[config.mk]
export PLATFORM = sky130hd
export DESIGN_NAME = rr_arbiter
export DESIGN_NICKNAME = d
export VERILOG_FILES = /design/src/rtl/rr_arbiter.sv
export SDC_FILE = /design/constraint.sdc
export NUM_CORES = 1
export LEC_CHECK = 0
export ABC_CLOCK_PERIOD_IN_PS = 6600
export CORE_AREA = 2 2 96 75
export DETAILED_ROUTE_END_ITERATION = 10
export DIE_AREA = 0 0 98 77
export GPL_TIMING_DRIVEN = 0
export PLACE_DENSITY = 0.74
export SETUP_SLACK_MARGIN = 0.05
export SKIP_LAST_GASP = 1
export SLEW_MARGIN = 20
export SYNTH_ARGS = -nofsm -noshare
export SYNTH_HDL_FRONTEND = slang
export SYNTH_SLANG_ARGS = --single-unit
[constraint.sdc]
create_clock -name clock -period 6.6 [get_ports clock]
set_input_delay 1.32 -clock clock [delete_from_list [all_inputs] [get_ports clock]]
set_output_delay 1.32 -clock clock [all_outputs]
set_load 0.1 [all_outputs]
[src/rtl/rr_arbiter.sv]
// N-way round-robin arbiter with registered, held grants and an optional hold limit.
// The priority pointer rotates below each departing owner, so no requester starves.
module rr_arbiter #(
    parameter int unsigned N        = 8,
    parameter int unsigned MAX_HOLD = 4
) (
    input  logic                 clock,
    input  logic                 reset,
    input  logic                 en,
    input  logic [N-1:0]         req,
    output logic [N-1:0]         gnt,
    output logic [$clog2(N)-1:0] gnt_idx,
    output logic                 gnt_valid
);

    localparam int unsigned IDX_W = $clog2(N);
    localparam int unsigned CNT_W = (MAX_HOLD < 2) ? 1 : $clog2(MAX_HOLD + 1);

    typedef enum logic {
        IDLE,
        OWNED
    } mode_t;

    mode_t            mode, mode_n;
    logic [IDX_W-1:0] owner, owner_n;
    logic [IDX_W-1:0] ptr, ptr_n, ptr_rot;
    logic [CNT_W-1:0] cnt, cnt_n;
    logic [N-1:0]     gnt_n;
    logic [IDX_W-1:0] idx_n;
    logic             valid_n;
    logic [IDX_W:0]   pick_cur, pick_rot;
    logic             hold_ok;

    // Returns {found, index} of the first set bit scanning p, p-1, ..., 0, N-1, ..., p+1.
    function automatic logic [IDX_W:0] pick(input logic [N-1:0] r, input logic [IDX_W-1:0] p);
        logic             found;
        logic [IDX_W-1:0] w;
        logic [IDX_W-1:0] k;
        found = 1'b0;
        w     = '0;
        for (int unsigned i = 0; i < N; i++) begin
            k = IDX_W'((32'(p) + N - i) % N);
            if (!found && r[k]) begin
                found = 1'b1;
                w     = k;
            end
        end
        return {found, w};
    endfunction

    always_comb begin
        ptr_rot  = (owner == '0) ? IDX_W'(N - 1) : owner - 1'b1;
        pick_cur = pick(req, ptr);
        pick_rot = pick(req, ptr_rot);
        hold_ok  = (MAX_HOLD == 0) || (cnt < CNT_W'(MAX_HOLD));

        mode_n  = mode;
        owner_n = owner;
        cnt_n   = cnt;
        ptr_n   = ptr;

        if (!en) begin
            mode_n = IDLE;
            if (mode == OWNED) ptr_n = ptr_rot;
        end else if (mode == IDLE) begin
            if (pick_cur[IDX_W]) begin
                owner_n = pick_cur[IDX_W-1:0];
                cnt_n   = CNT_W'(1);
                mode_n  = OWNED;
            end
        end else if (req[owner] && hold_ok) begin
            if (cnt != '1) cnt_n = cnt + 1'b1;
        end else begin
            // Hand-off re-arbitrates on the same edge with the departing owner now lowest priority.
            ptr_n = ptr_rot;
            if (pick_rot[IDX_W]) begin
                owner_n = pick_rot[IDX_W-1:0];
                cnt_n   = CNT_W'(1);
            end else begin
                mode_n = IDLE;
            end
        end

        gnt_n   = '0;
        idx_n   = '0;
        valid_n = 1'b0;
        if (mode_n == OWNED) begin
            gnt_n[owner_n] = 1'b1;
            idx_n          = owner_n;
            valid_n        = 1'b1;
        end
    end

    always_ff @(posedge clock) begin
        if (reset) begin
            mode      <= IDLE;
            owner     <= '0;
            cnt       <= '0;
            ptr       <= IDX_W'(N - 1);
            gnt       <= '0;
            gnt_idx   <= '0;
            gnt_valid <= 1'b0;
        end else begin
            mode      <= mode_n;
            owner     <= owner_n;
            cnt       <= cnt_n;
            ptr       <= ptr_n;
            gnt       <= gnt_n;
            gnt_idx   <= idx_n;
            gnt_valid <= valid_n;
        end
    end

endmodule

After elaboration in Yosys (flattened, before gate mapping)
Index checks and enable logic that the tools add are counted.
{"block": "op_classes", "reduce_logical": 35, "n_lt_le_gt_ge": 20, "addsub": 18, "mux": 89, "bitwise": 1, "eq_ne": 4}
{"operator": "$mux W3", "n": 31}
{"operator": "$lt A3 B4 Y1 const B", "n": 18}
{"operator": "$bmux W1 S3", "n": 17}
{"operator": "$mux W1", "n": 40}
{"operator": "$sub A3 B3 Y3 const B", "n": 8}
{"operator": "$logic_and A1 B1 Y1", "n": 16}
{"operator": "$logic_not A1 Y1", "n": 14}
{"operator": "$sub A3 B2 Y3 const B", "n": 4}
{"operator": "$add A3 B1 Y3 const B", "n": 3}
{"operator": "$sub A3 B1 Y3 const B", "n": 3}
{"operator": "$reduce_and A4 Y1", "n": 1}
{"operator": "$demux W1 S3", "n": 1}
{"operator": "$ge A3 B1 Y1 const B", "n": 1}
{"operator": "$logic_not A3 Y1", "n": 1}
{"operator": "$lt A3 B3 Y1 const B", "n": 1}
{"operator": "$ne A3 B1 Y1 const B", "n": 1}
{"operator": "$ne A3 B2 Y1 const B", "n": 1}
{"operator": "$ne A3 B3 Y1 const B", "n": 1}
{"operator": "$ne A2 B2 Y1 const B", "n": 1}
{"operator": "$reduce_and A2 Y1", "n": 1}
{"operator": "$reduce_bool A2 Y1", "n": 1}
{"operator": "$reduce_or A2 Y1", "n": 1}
{"operator": "$not A1 Y1", "n": 1}
{"block": "totals", "output_inout_bits": 12, "word_cells": 174, "in_bits": 11, "regBits": 22}

Logic depth before layout (Yosys ltp)
Gate-level depths: netlist of run 1.
{"block": "depth", "depth_word": 35, "mapped_depth": 18, "mapped_depth_nobuf": 15}

Worst setup path after synthesis of run 1
OpenSTA, ideal clock, no wires.
{"block": "synth_timing", "kind": "register to register", "startpoint": "register owner[0]", "endpoint": "register gnt[6]", "required_time_ps": 6483, "n_path_buf": 4, "synth_period_minus_slack_ps": 4777, "setup_slack_ps": 1823, "arrival_time_ps": 4660, "stages_incl_launch_ff": 18, "setup_time_ps": 117, "path_cell_list": "dfxtp_1 -> inv_1 -> ha_1 -> buf_1 -> and2_1 -> inv_1 -> clkbuf_1 -> ha_1 -> or4b_2 -> o211a_1 -> clkbuf_1 -> mux4_2 -> or3b_2 -> o2111ai_1 -> or4b_1 -> a21o_1 -> clkbuf_1 -> and4bb_1"}
{"block": "synth_via", "elab_chain_len": 35, "elab_cells_between_ends": 76, "classes_between": "add/sub: 9; order compare: 2; mux: 46; bitwise: 1; reduce/logical: 18"}
{"item": "start, declared", "line_no": "25", "source": "logic [IDX_W-1:0] owner, owner_n;"}
{"item": "start signal, assigned", "line_no": "105", "source": "owner <= owner_n;"}
{"item": "branches (longest 35 deep; another with $sub A3 B1 Y3)"}
{"item": "end signal, assigned", "line_no": "108", "source": "gnt <= gnt_n;"}
{"item": "end, declared", "line_no": "11", "source": "output logic [N-1:0] gnt,"}
Parallel ways; which one is timed is not known. The select of a mux whose other input is x is not followed.
A chain may end at the register's enable or synchronous reset.

Worst setup path after layout of run 1
{"block": "layout_timing", "startpoint": "register owner[0]", "endpoint": "register gnt[3]"}
The elaborated chain is that of the path after synthesis.

==> summary.md, run 1 <==
| Metric | Value |
|---|---|
| FFs w/ async S/R, synth | 0% |
| Highest-count cells in the layout ignoring fill and taps | a21oi_1 (24), mux4_2 (23), dfxtp_1 (21) |
| Total of max-cap violations | 0 |
| CTS Buffer Depth | 2 |
| Layout area overhead | 12.30% |
| Root Driver | clkbuf_8 |
| RSZ-0062 raised after global routing | false |
| DIE AREA | 0.007546 sq mm |
| Multi-input combinational cell area | ~0.0023 sq mm |
| P per Cell Area | between 200 and 300 mW/mm^2 |
| Clk pwr share | under 10% |
| Die extent in x | ~100 um |
| Per-cell routed wire length | around 19 um |
| Slowest cell on crit path | or4b_2 |
| Final setup vio count | 0 |
| Filler Cell Count | roughly 640 |
| 1st-pass router iterations | 5 |
| Final core utilization | a little under 50% |
| Fin cells | about 440 |
| Crit-path max FO | 10 |
| Slew headroom | between 30% and 40% |
| CP cell instances | inv_1, ha_1, buf_1, and2_1, inv_1, clkbuf_1, ha_1, or4b_2, o211a_1, clkbuf_1, mux4_2, or3b_2, o2111ai_1, or4b_1, a21o_1, clkbuf_1, a211oi_1 |
| Data required, critical path | roughly 6.8 ns |
| GRT Overall Usage | a little over a fifth |
| Most common cell after layout, fill and taps aside | a21oi_1 |
| Io pins | 23 |
| Post-synthesis cell type count | 67 |
| Primary FF master, synth | dfxtp_1 |
| Seq/Total Area, Yosys | between 10% and 20% |
| Setup TNS | 0 ns |
| CTS tree | done |
| Switching fraction of total power | about half |
| Final worst-path cycle share | between 80 and 90% |
| Nets | between 300 and 400 |
| CTS buffer count | 3 |
| GPL Wtd Cong | ~0.96 |
| Post-layout min period | roughly 5.5 ns |
| Diodes inserted | 0 |
| Clock Sinks | 21 |
| Via count | around 2900 |
| Largest net degree at the start of global routing | 14 |
| H-tree depth | 1 |
| Final hold vios | 0 |
| Row cnt | 26 |
| Met2 Usage GRT | around a third |
| Startpoint types | register |
| Mapped Cells | ~330 |
| Drt drc | 0 |
| Max-slew violations | 0 |
| First-pass GRT wire length | roughly 14000 um |
| Placed Area | between 0.003 and 0.004 sq mm |
| Yosys top cell by area | mux4_2 |
| Port Buffer Count | 20 |
| Grt peak-use layer | met2 |
| GRT overflow | 0 |
| Dpl hpwl | 6360 um |
| Setup Skew | between 0.002 and 0.003 ns |
| EDFF count, synth | 0 |
| Clock slew at reported path FFs | around 0.080 ns |
| Switch Pwr | approximately 430 uW |
| CTS Hold Bufs | 0 |
| DRT antenna net count | 0 |
| Initial Utilization | a little over two fifths |
| Placed cell count | 437 |
| Clock latency on the worst-skew pair | about 0.26 ns |
| Largest cells by area after synthesis | mux4_2 (18%), dfxtp_1 (15%), mux2i_1 (6.3%) |
| Actual slew at the worst max-slew pin | about 0.98 ns |
| Min-Delay Path Class | register to register |
| Initial DRC Count | 270 |
| Synthesized cell area | 0.002878 sq mm |
| Design Area, Final | roughly 0.0032 sq mm |
| Combinational share of power | 73.4% |
| Yosys top cell area share | 18.00% |
| Met1 usage | 30.60% |
| Syn_area_per_cell | 8.642 sq um |
| DR vias/cell | roughly 6.6 |
| Total Power | approximately 870 uW |
| #FFs+latches synth | 21 |
| Pint | 436.0 uW |
| CP max stage delay | roughly 0.61 ns |
| Yosys warnings | 0 |
| Setup Buffers After CTS | 0 |
| Status | finished, final reports clean |
| LEAKAGE | between 0.001 and 0.0015 uW |
| Register Area | between 400 and 500 sq um |
| Syn nets | 351 |
| Initial antenna violation count | 0 |
| Total core area | around 0.0066 sq mm |
| Critical Setup Path Class | register to register |
| Crit path capture type | register |
| Sequential power share | between 15 and 20% |
| WL final | a little over 8000 um |
| Cts repair resizes | 0 |
| Number of global-route vias before repair | 2720 |
| Maximum VDD drop | ~0.15 mV |
| Die height | between 70 and 80 um |
| Share of layout cells above drive strength 1 | a little over an eighth |
| Fmax | between 0.15 and 0.2 GHz |
| Flop2flop setup slack | ~1.1 ns |
| Met3 usage | 5.469% |
| CP arrival | between 5 and 6 ns |
| CP dominant cell by count | clkbuf_1 |
[final timing paths]
check                                          from                  end  cells past startpoint
worst min register to register  cnt[1]$_SDFFE_PP0P_  cnt[1]$_SDFFE_PP0P_                      2
worst min-delay path            cnt[1]$_SDFFE_PP0P_  cnt[1]$_SDFFE_PP0P_                      2
worst max-delay path            owner[0]$_SDFF_PP0_    gnt[3]$_SDFF_PP0_                     17
worst max register to register  owner[0]$_SDFF_PP0_    gnt[3]$_SDFF_PP0_                     17
[metrics by stage]
| stage | hold WS (ns) | setup WS, ns |
|---|---|---|
| floorplan | 0.4646 | 1.823 |
| global placement | 0.4854 | 1.222 |
| detailed placement | 0.4937 | 1.161 |
| CTS | 0.5129 | 1.136 |
| global route | 0.5293 | 0.7241 |
| finish | 0.5115 | 1.064 |
[critical path, delay by kind of cell, from the launching register on]
family / cells / cell delay (ns)
and+or+nand+nor: 4 / 1.80
buffers and inverters: 6 / 1.41
AOI/OAI and AO/OA: 4 / 0.69
adders and majority gates: 2 / 0.69
muxes: 1 / 0.46
DFF: 1 / 0.38
[registers in the layout, indices dropped and copies added (netlist names)]
register	cells
cnt	3
gnt	8
gnt_idx	3
gnt_valid	1
owner	3
ptr	3
[synth_stat cells (3+ instances only)]
cell type and count:
or3_1 5, nor2_1 17, xor2_1 4, clkbuf_1 20, inv_1 13, and2_1 5, a31oi_1 5, nand2b_1 3
a21o_1 7, a211o_1 5, nor2b_1 9, nand2_1 15, and3b_1 3, a221oi_1 3, and3_1 5, dfxtp_1 21
mux2i_1 18, a22oi_1 3, o31ai_1 3, a311o_1 3, ha_1 7, a211oi_1 14, mux4_2 23, a21boi_0 3
nor3_1 5, or2_2 3, nand3_1 14, a22o_1 3, mux2_2 7, o211a_1 3, a21oi_1 24, buf_1 6
o21ai_0 9
[area by class of cell]
cell class / count / area share, %
plain buffers: 31 / 4.259
flip-flops and latches: 21 / 13.01
clock inverters: 1 / 0.2323
clock buffers: 3 / 1.278
well taps: 84 / 3.252
repair buffers: 20 / 6.194
inverters: 14 / 1.626
multi-input cells: 267 / 70.15
[logic make-up after synthesis]
kind of cell / synth area share, %
simple gates: 20.17
fa+ha+maj: 3.043
mux: 27.00
flops: 14.61
compound gates: 26.74
xor+xnor: 1.826
buf+inv: 6.609
[power groups by stage]
stage | registers [uW] | logic, uW | clock network [uW]
floorplan | 183 | 458 | 0
global placement | 148 | 612 | 0
detailed placement | 148 | 620 | 0
CTS | 145 | 624 | 86.5
global route | 146 | 693 | 92.3
finish | 145 | 637 | 85.1
[metal layers]
metal  routed length, um  vias up
li1                    -     1351
met1                3552     1383
met2                3763      150
met3                 799       10
met4                 114        0
met5                   0        -
(Power assumes the default switching activity.)
==> run 2: changes to the inputs <==
--- a/config.mk
+++ b/config.mk
@@ -5,7 +5,7 @@
 export SDC_FILE = /design/constraint.sdc
 export NUM_CORES = 1
 export LEC_CHECK = 0
-export ABC_CLOCK_PERIOD_IN_PS = 6600
+export ABC_CLOCK_PERIOD_IN_PS = 5200
 export CORE_AREA = 2 2 96 75
 export DETAILED_ROUTE_END_ITERATION = 10
 export DIE_AREA = 0 0 98 77
==> constraint.sdc (replaced) <==
create_clock -name clock -period 5.2 [get_ports clock]
set_input_delay 1.04 -clock clock [delete_from_list [all_inputs] [get_ports clock]]
set_output_delay 1.04 -clock clock [all_outputs]
set_load 0.1 [all_outputs]
==> summary.md, run 2 (same netlist as run 1, synthesis figures left out) <==
| Metric | Value |
|---|---|
| Total Power | 1129 uW (was 867.1 uW) |
| Dpl hpwl | 6360 um (unchanged) |
| Fin cells | 446 (was 441) |
| Initial Utilization | 43.58% (unchanged) |
| CTS tree | done (unchanged) |
| LEAKAGE | 0.001278 uW (was 0.001244 uW) |
| Port Buffer Count | 20 (unchanged) |
| Setup ws final | 0.3959 ns (was 1.064 ns) |
| Post-layout min period | 4.804 ns (was 5.536 ns) |
| Per-cell routed wire length | 18.59 um (was 18.66 um) |
| Most common cell after layout, fill and taps aside | a21oi_1 (unchanged) |
| Clock latency on the worst-skew pair | 0.26 ns (about the same) |
| Largest reg by FF count | gnt (unchanged) |
| Crit-path max FO | 10 (unchanged) |
| GRT Overall Usage | 21.80% (was 21.82%) |
| Critical Setup Path Class | register to register (unchanged) |
| Setup TNS | 0 ns (unchanged) |
| Total of max-cap violations | 0 (unchanged) |
| Share of layout cells above drive strength 1 | 17.40% (was 13.73%) |
| DIE AREA | 0.007546 sq mm (unchanged) |
| Max FFs per register | 8 (unchanged) |
| CTS buffer count | 3 (unchanged) |
| Clock Sinks | 21 (unchanged) |
| Final worst-path cycle share | 92.39% (was 83.88%) |
| Clock slew at reported path FFs | 0.08 ns (about the same) |
| Min-Delay Path Class | register to register (unchanged) |
| CP arrival | 4.97 ns (was 5.70 ns) |
| GRT overflow | 0 (unchanged) |
| Largest net degree at the start of global routing | 14 (unchanged) |
| Via count | 2933 (was 2894) |
| Reg2reg path depth | 17 (unchanged) |
| Drt drc | 0 (unchanged) |
| RSZ-0062 raised after global routing | false (unchanged) |
| P per Cell Area | 342.9 mW/mm^2 (was 268.3 mW/mm^2) |
| Nets | 381 (was 376) |
| Status | finished, final reports clean (unchanged) |
| Fmax | 0.2082 GHz (was 0.1806 GHz) |
| First-pass GRT wire length | 13550 um (was 13570 um) |
| Final setup vio count | 0 (unchanged) |
| Placement Setup Slack | -0.2392 ns (was 1.161 ns) |
| Actual slew at the worst max-slew pin | 0.9802 ns (was 0.9819 ns) |
| Initial antenna violation count | 0 (unchanged) |
| DR vias/cell | 6.576 (was 6.562) |
| Crit path capture type | register (unchanged) |
| Setup Skew | 0.003264 ns (was 0.002864 ns) |
| Die extent in x | 98 um (unchanged) |
| H-tree depth | 1 (unchanged) |
| Initial DRC Count | 267 (was 270) |
| Final core utilization | 49.83% (was 48.94%) |
| CTS Buffer Depth | 2 (unchanged) |
| Startpoint types | register (unchanged) |
| Highest-count cells in the layout ignoring fill and taps | a21oi_1 (24), mux4_2 (23), dfxtp_1 (21) (unchanged) |
| Root Driver | clkbuf_8 (unchanged) |
| Total core area | 0.006604 sq mm (unchanged) |
| Placed cell count | 437 (unchanged) |
| Slew headroom | 34.45% (was 34.33%) |
| Layout area overhead | 14.35% (was 12.30%) |
| Data required, critical path | 5.37 ns (was 6.77 ns) |
| Final hold vios | 0 (unchanged) |
| DRT antenna net count | 0 (unchanged) |
| GPL Wtd Cong | 0.9644 (unchanged) |
| Number of global-route vias before repair | 2718 (was 2720) |
| Io pins | 23 (unchanged) |
| CTS Hold Bufs | 0 (unchanged) |
| Die height | 77 um (unchanged) |
| Diodes inserted | 0 (unchanged) |
| WL final | 8289 um (was 8230 um) |
| Maximum VDD drop | 0.1963 mV (was 0.1548 mV) |
| 1st-pass router iterations | 5 (unchanged) |
| Max-slew violations | 0 (unchanged) |
| Row cnt | 26 (unchanged) |
| Hold path cells | 2 (unchanged) |
==> run 2: cell types whose count changed in the layout (fill, tap and decap cells not counted), sizes merged <==
| cell | change |
|---|---|
| buf | +5 |
| clkinvlp | +1 |
| inv | -1 |
==> run 2: per-stage QoR <==
| step | area (sq um) | hold WS (ns) |
|---|---|---|
| floorplan | 2878 | 0.4646 |
| global placement | 3183 | 0.4854 |
| detailed placement | 3183 | 0.4937 |
| CTS | 3232 | 0.5129 |
| global route | 3291 | 0.5293 |
| finish | 3291 | 0.5106 |
==> run 2: power by group <==
group	total (uW)	internal [uW]	switching, uW
sequential	185	174	10.1
combinational	835	345	490
clock	109	54.1	54.5
total	1130	573	555
==> run 2: path summary, 6_finish.rpt <==
kind	start	end	slack, ns
worst min-delay path	cnt[1]$_SDFFE_PP0P_	cnt[1]$_SDFFE_PP0P_	0.51
worst max-delay path	owner[0]$_SDFF_PP0_	gnt[3]$_SDFF_PP0_	0.40
worst max register to register	owner[0]$_SDFF_PP0_	gnt[3]$_SDFF_PP0_	0.40
worst min register to register	cnt[1]$_SDFFE_PP0P_	cnt[1]$_SDFFE_PP0P_	0.51
==> run 2: timing repair <==
action,in CTS,in global routing
buffers inserted,0,6
setup endpoints to repair,10,16
gates resized for setup,1,9
==> run 2: layout make-up <==
cell class | instances | area, sq um
Buffer | 30 | 137.6
Clock buffer | 3 | 41.29
Clock inverter | 1 | 7.507
Fill cell | 635 | 3313
Inverter | 14 | 56.30
Multi-Input combinational cell | 267 | 2277
Sequential cell | 21 | 420.4
Tap cell | 84 | 105.1
Timing Repair Buffer | 26 | 245.2
==> run 2: worst max-delay path: stages (launching register included) <==
cell and delay [ns]:
dfxtp_1 0.34, inv_2 0.15, ha_2 0.26, nand2b_1 0.07, clkbuf_1 0.19, and2_1 0.26, clkinvlp_4 0.15, ha_1 0.21
or4b_2 0.61, o211a_1 0.14, clkbuf_1 0.22, mux4_2 0.44, or3b_2 0.45, o2111ai_1 0.12, or4b_1 0.46, a21o_1 0.16
clkbuf_1 0.21, a211oi_1 0.27
==> run 2: layer usage <==
metal / routed length, um / GRT usage (%)
met1: 3608 / 30.60
met2: 3745 / 34.25
met3: 811 / 5.469
met4: 123 / 4.167
met5: 0 / 0
==> run 3: changes to the inputs <==
--- a/config.mk
+++ b/config.mk
@@ -6,11 +6,11 @@
 export NUM_CORES = 1
 export LEC_CHECK = 0
 export ABC_CLOCK_PERIOD_IN_PS = 5200
-export CORE_AREA = 2 2 96 75
+export CORE_AREA = 2 2 91 71
 export DETAILED_ROUTE_END_ITERATION = 10
-export DIE_AREA = 0 0 98 77
+export DIE_AREA = 0 0 93 73
 export GPL_TIMING_DRIVEN = 0
-export PLACE_DENSITY = 0.74
+export PLACE_DENSITY = 0.8
 export SETUP_SLACK_MARGIN = 0.05
 export SKIP_LAST_GASP = 1
 export SLEW_MARGIN = 20
==> summary.md, run 3 (same netlist as run 1, synthesis figures left out) <==
| Metric | Value |
|---|---|
| Status | finished, final reports clean (unchanged) |
| Max-slew violations | 0 (unchanged) |
| GRT overflow | 0 (unchanged) |
| Final hold vios | 0 (unchanged) |
| Fmax | 0.2043 GHz (was 0.2082 GHz) |
| P per Cell Area | 340.9 mW/mm^2 (was 342.9 mW/mm^2) |
| Total of max-cap violations | 0 (unchanged) |
| Nets | 376 (was 381) |
| DIE AREA | 0.006789 sq mm (was 0.007546 sq mm) |
| Reg2reg path depth | 16 (was 17) |
| CTS tree | done (unchanged) |
| DRT antenna net count | 0 (unchanged) |
| Setup Skew | 0.003582 ns (was 0.003264 ns) |
| Initial Utilization | 47.92% (was 43.58%) |
| Final core utilization | 53.96% (was 49.83%) |
| Max FFs per register | 8 (unchanged) |
| Post-layout min period | 4.894 ns (was 4.804 ns) |
| Worst hold margin | 0.5073 ns (was 0.5106 ns) |
| WL final | 7931 um (was 8289 um) |
| Port Buffer Count | 20 (unchanged) |
| Initial antenna violation count | 0 (unchanged) |
| Per-cell routed wire length | 18.11 um (was 18.59 um) |
| Clock latency on the worst-skew pair | 0.26 ns (about the same) |
| Layout area overhead | 12.61% (was 14.35%) |
| Final setup vio count | 0 (unchanged) |
| CP arrival | 5.07 ns (was 4.97 ns) |
| GRT Overall Usage | 23.84% (was 21.80%) |
| Final worst-path cycle share | 94.12% (was 92.39%) |
| Drt drc | 0 (unchanged) |
| 1st-pass router iterations | 5 (unchanged) |
| Total core area | 0.006006 sq mm (was 0.006604 sq mm) |
| Root Driver | clkbuf_8 (unchanged) |
| CP cell instances | inv_2, ha_1, clkbuf_2, and2_1, clkinvlp_4, ha_1, or4b_2, o211a_1, clkbuf_1, mux4_2, or3b_2, o2111ai_1, or4b_1, a21o_1, clkbuf_1, a211oi_1 (was inv_2, ha_2, nand2b_1, clkbuf_1, and2_1, clkinvlp_4, ha_1, or4b_2, o211a_1, clkbuf_1, mux4_2, or3b_2, o2111ai_1, or4b_1, a21o_1, clkbuf_1, a211oi_1) |
| Most common cell after layout, fill and taps aside | a21oi_1 (unchanged) |
| Number of global-route vias before repair | 2634 (was 2718) |
| Crit-path max FO | 10 (unchanged) |
| Clock Sinks | 21 (unchanged) |
| Placement Setup Slack | -0.1915 ns (was -0.2392 ns) |
| Hold path cells | 2 (unchanged) |
| Share of layout cells above drive strength 1 | 15.41% (was 17.40%) |
| CTS Buffer Depth | 2 (unchanged) |
| GPL Wtd Cong | 0.9741 (was 0.9644) |
| Io pins | 23 (unchanged) |
| Hold Startpoint | cnt[1]$_SDFFE_PP0P_ (unchanged) |
| Largest reg by FF count | gnt (unchanged) |
| Setup TNS | 0 ns (unchanged) |
| Actual slew at the worst max-slew pin | 0.9771 ns (was 0.9802 ns) |
| FF-to-FF Start | owner[0]$_SDFF_PP0_ (unchanged) |
| Filler Cell Count | 578 (was 635) |
| Min-Delay Path Class | register to register (unchanged) |
| Total Power | 1105 uW (was 1129 uW) |
| DR vias/cell | 6.507 (was 6.576) |
| Flop2flop setup slack | 0.31 ns (was 0.40 ns) |
| RSZ-0062 raised after global routing | false (unchanged) |
| Initial DRC Count | 306 (was 267) |
| H-tree depth | 1 (unchanged) |
| Setup ws final | 0.3057 ns (was 0.3959 ns) |
| Die extent in x | 93 um (was 98 um) |
| Clock slew at reported path FFs | 0.08 ns (about the same) |
| Crit path capture type | register (unchanged) |
| First-pass GRT wire length | 13060 um (was 13550 um) |
| Via count | 2850 (was 2933) |
| Row cnt | 25 (was 26) |
| WHS Endpoint | cnt[1]$_SDFFE_PP0P_ (unchanged) |
| Slew headroom | 34.66% (was 34.45%) |
| Largest net degree at the start of global routing | 14 (unchanged) |
| Reg2reg end | gnt[5]$_SDFF_PP0_ (was gnt[3]$_SDFF_PP0_) |
| CTS buffer count | 3 (unchanged) |
| CP top delay family | simple AND/OR/NAND/NOR gates (unchanged) |
| Startpoint types | register (unchanged) |
| Critical Setup Path Class | register to register (unchanged) |
| Highest-count cells in the layout ignoring fill and taps | a21oi_1 (24), mux4_2 (23), dfxtp_1 (21) (unchanged) |
| Dpl hpwl | 6047 um (was 6360 um) |
| Buf/Inv on CP | 5 (unchanged) |
| Die height | 73 um (was 77 um) |
| Maximum VDD drop | 0.1816 mV (was 0.1963 mV) |
| Data required, critical path | 5.37 ns (about the same) |
| Diodes inserted | 0 (unchanged) |
| CP max stage delay | 0.59 ns (was 0.61 ns) |
| Slowest cell on crit path | or4b_2 (unchanged) |
| LEAKAGE | 0.001253 uW (was 0.001278 uW) |
-- run 3: cell types whose count changed in the layout (fill, tap and decap cells not counted), sizes merged --
cell    previous run  this run
buf               16        10
clkbuf            23        24
-- run 3: tightest hold or removal path: stages (launching register included) --
cell and delay, ns:
dfxtp_1 0.33, mux2i_1 0.07, nor2_1 0.07
-- run 3: power breakdown --
group	switching (uW)	internal, uW
clock	56.1	54.1
combinational	482	329
sequential	9.48	174
total	548	557
-- run 3: how the worst max path moves through the flow --
stage	end	startpoint	depth (start not counted)	slack [ns]
finish	gnt[5]$_SDFF_PP0_	owner[0]$_SDFF_PP0_	16	0.31
global route	gnt[1]$_SDFF_PP0_	ptr[1]$_SDFFE_PP1P_	14	0.09
CTS	gnt[1]$_SDFF_PP0_	owner[0]$_SDFF_PP0_	16	0.10
detailed placement	gnt[6]$_SDFF_PP0_	owner[0]$_SDFF_PP0_	17	-0.19
global placement	gnt[1]$_SDFF_PP0_	owner[0]$_SDFF_PP0_	17	-0.15
floorplan	gnt[6]$_SDFF_PP0_	owner[0]$_SDFF_PP0_	17	0.42
-- run 3: layer usage --
metal,vias to the layer above,track usage [%],share of wire (%)
li1,1355,-,-
met3,6,4.442,7.7
met4,0,3.105,0.77
met2,114,39.21,46
met1,1375,33.90,45
met5,-,0,0
-- run 3: timing repair --
action,4_1_cts,5_1_grt
endpoints found under the setup margin,10,13
buffers inserted,0,1
resized for setup,1,4
hold buffers,0,0
-- run 3: through the flow --
stage	area (sq um)	instances
final	3241	438
after global placement	3179	434
after CTS	3228	437
after detailed placement	3179	434
after global routing	3241	438
after floorplan	2878	333
-- run 3: final cells by class --
cell class	instances	area, sq um	share of cell area, %
plain buffers	30	136.4	4.208
inverters	14	56.30	1.737
clock buffers	3	41.29	1.274
flip-flops and latches	21	420.4	12.97
well taps	81	101.3	3.127
repair buffers	21	207.7	6.409
multi-input cells	267	2270	70.04
clock inverters	1	7.507	0.2317
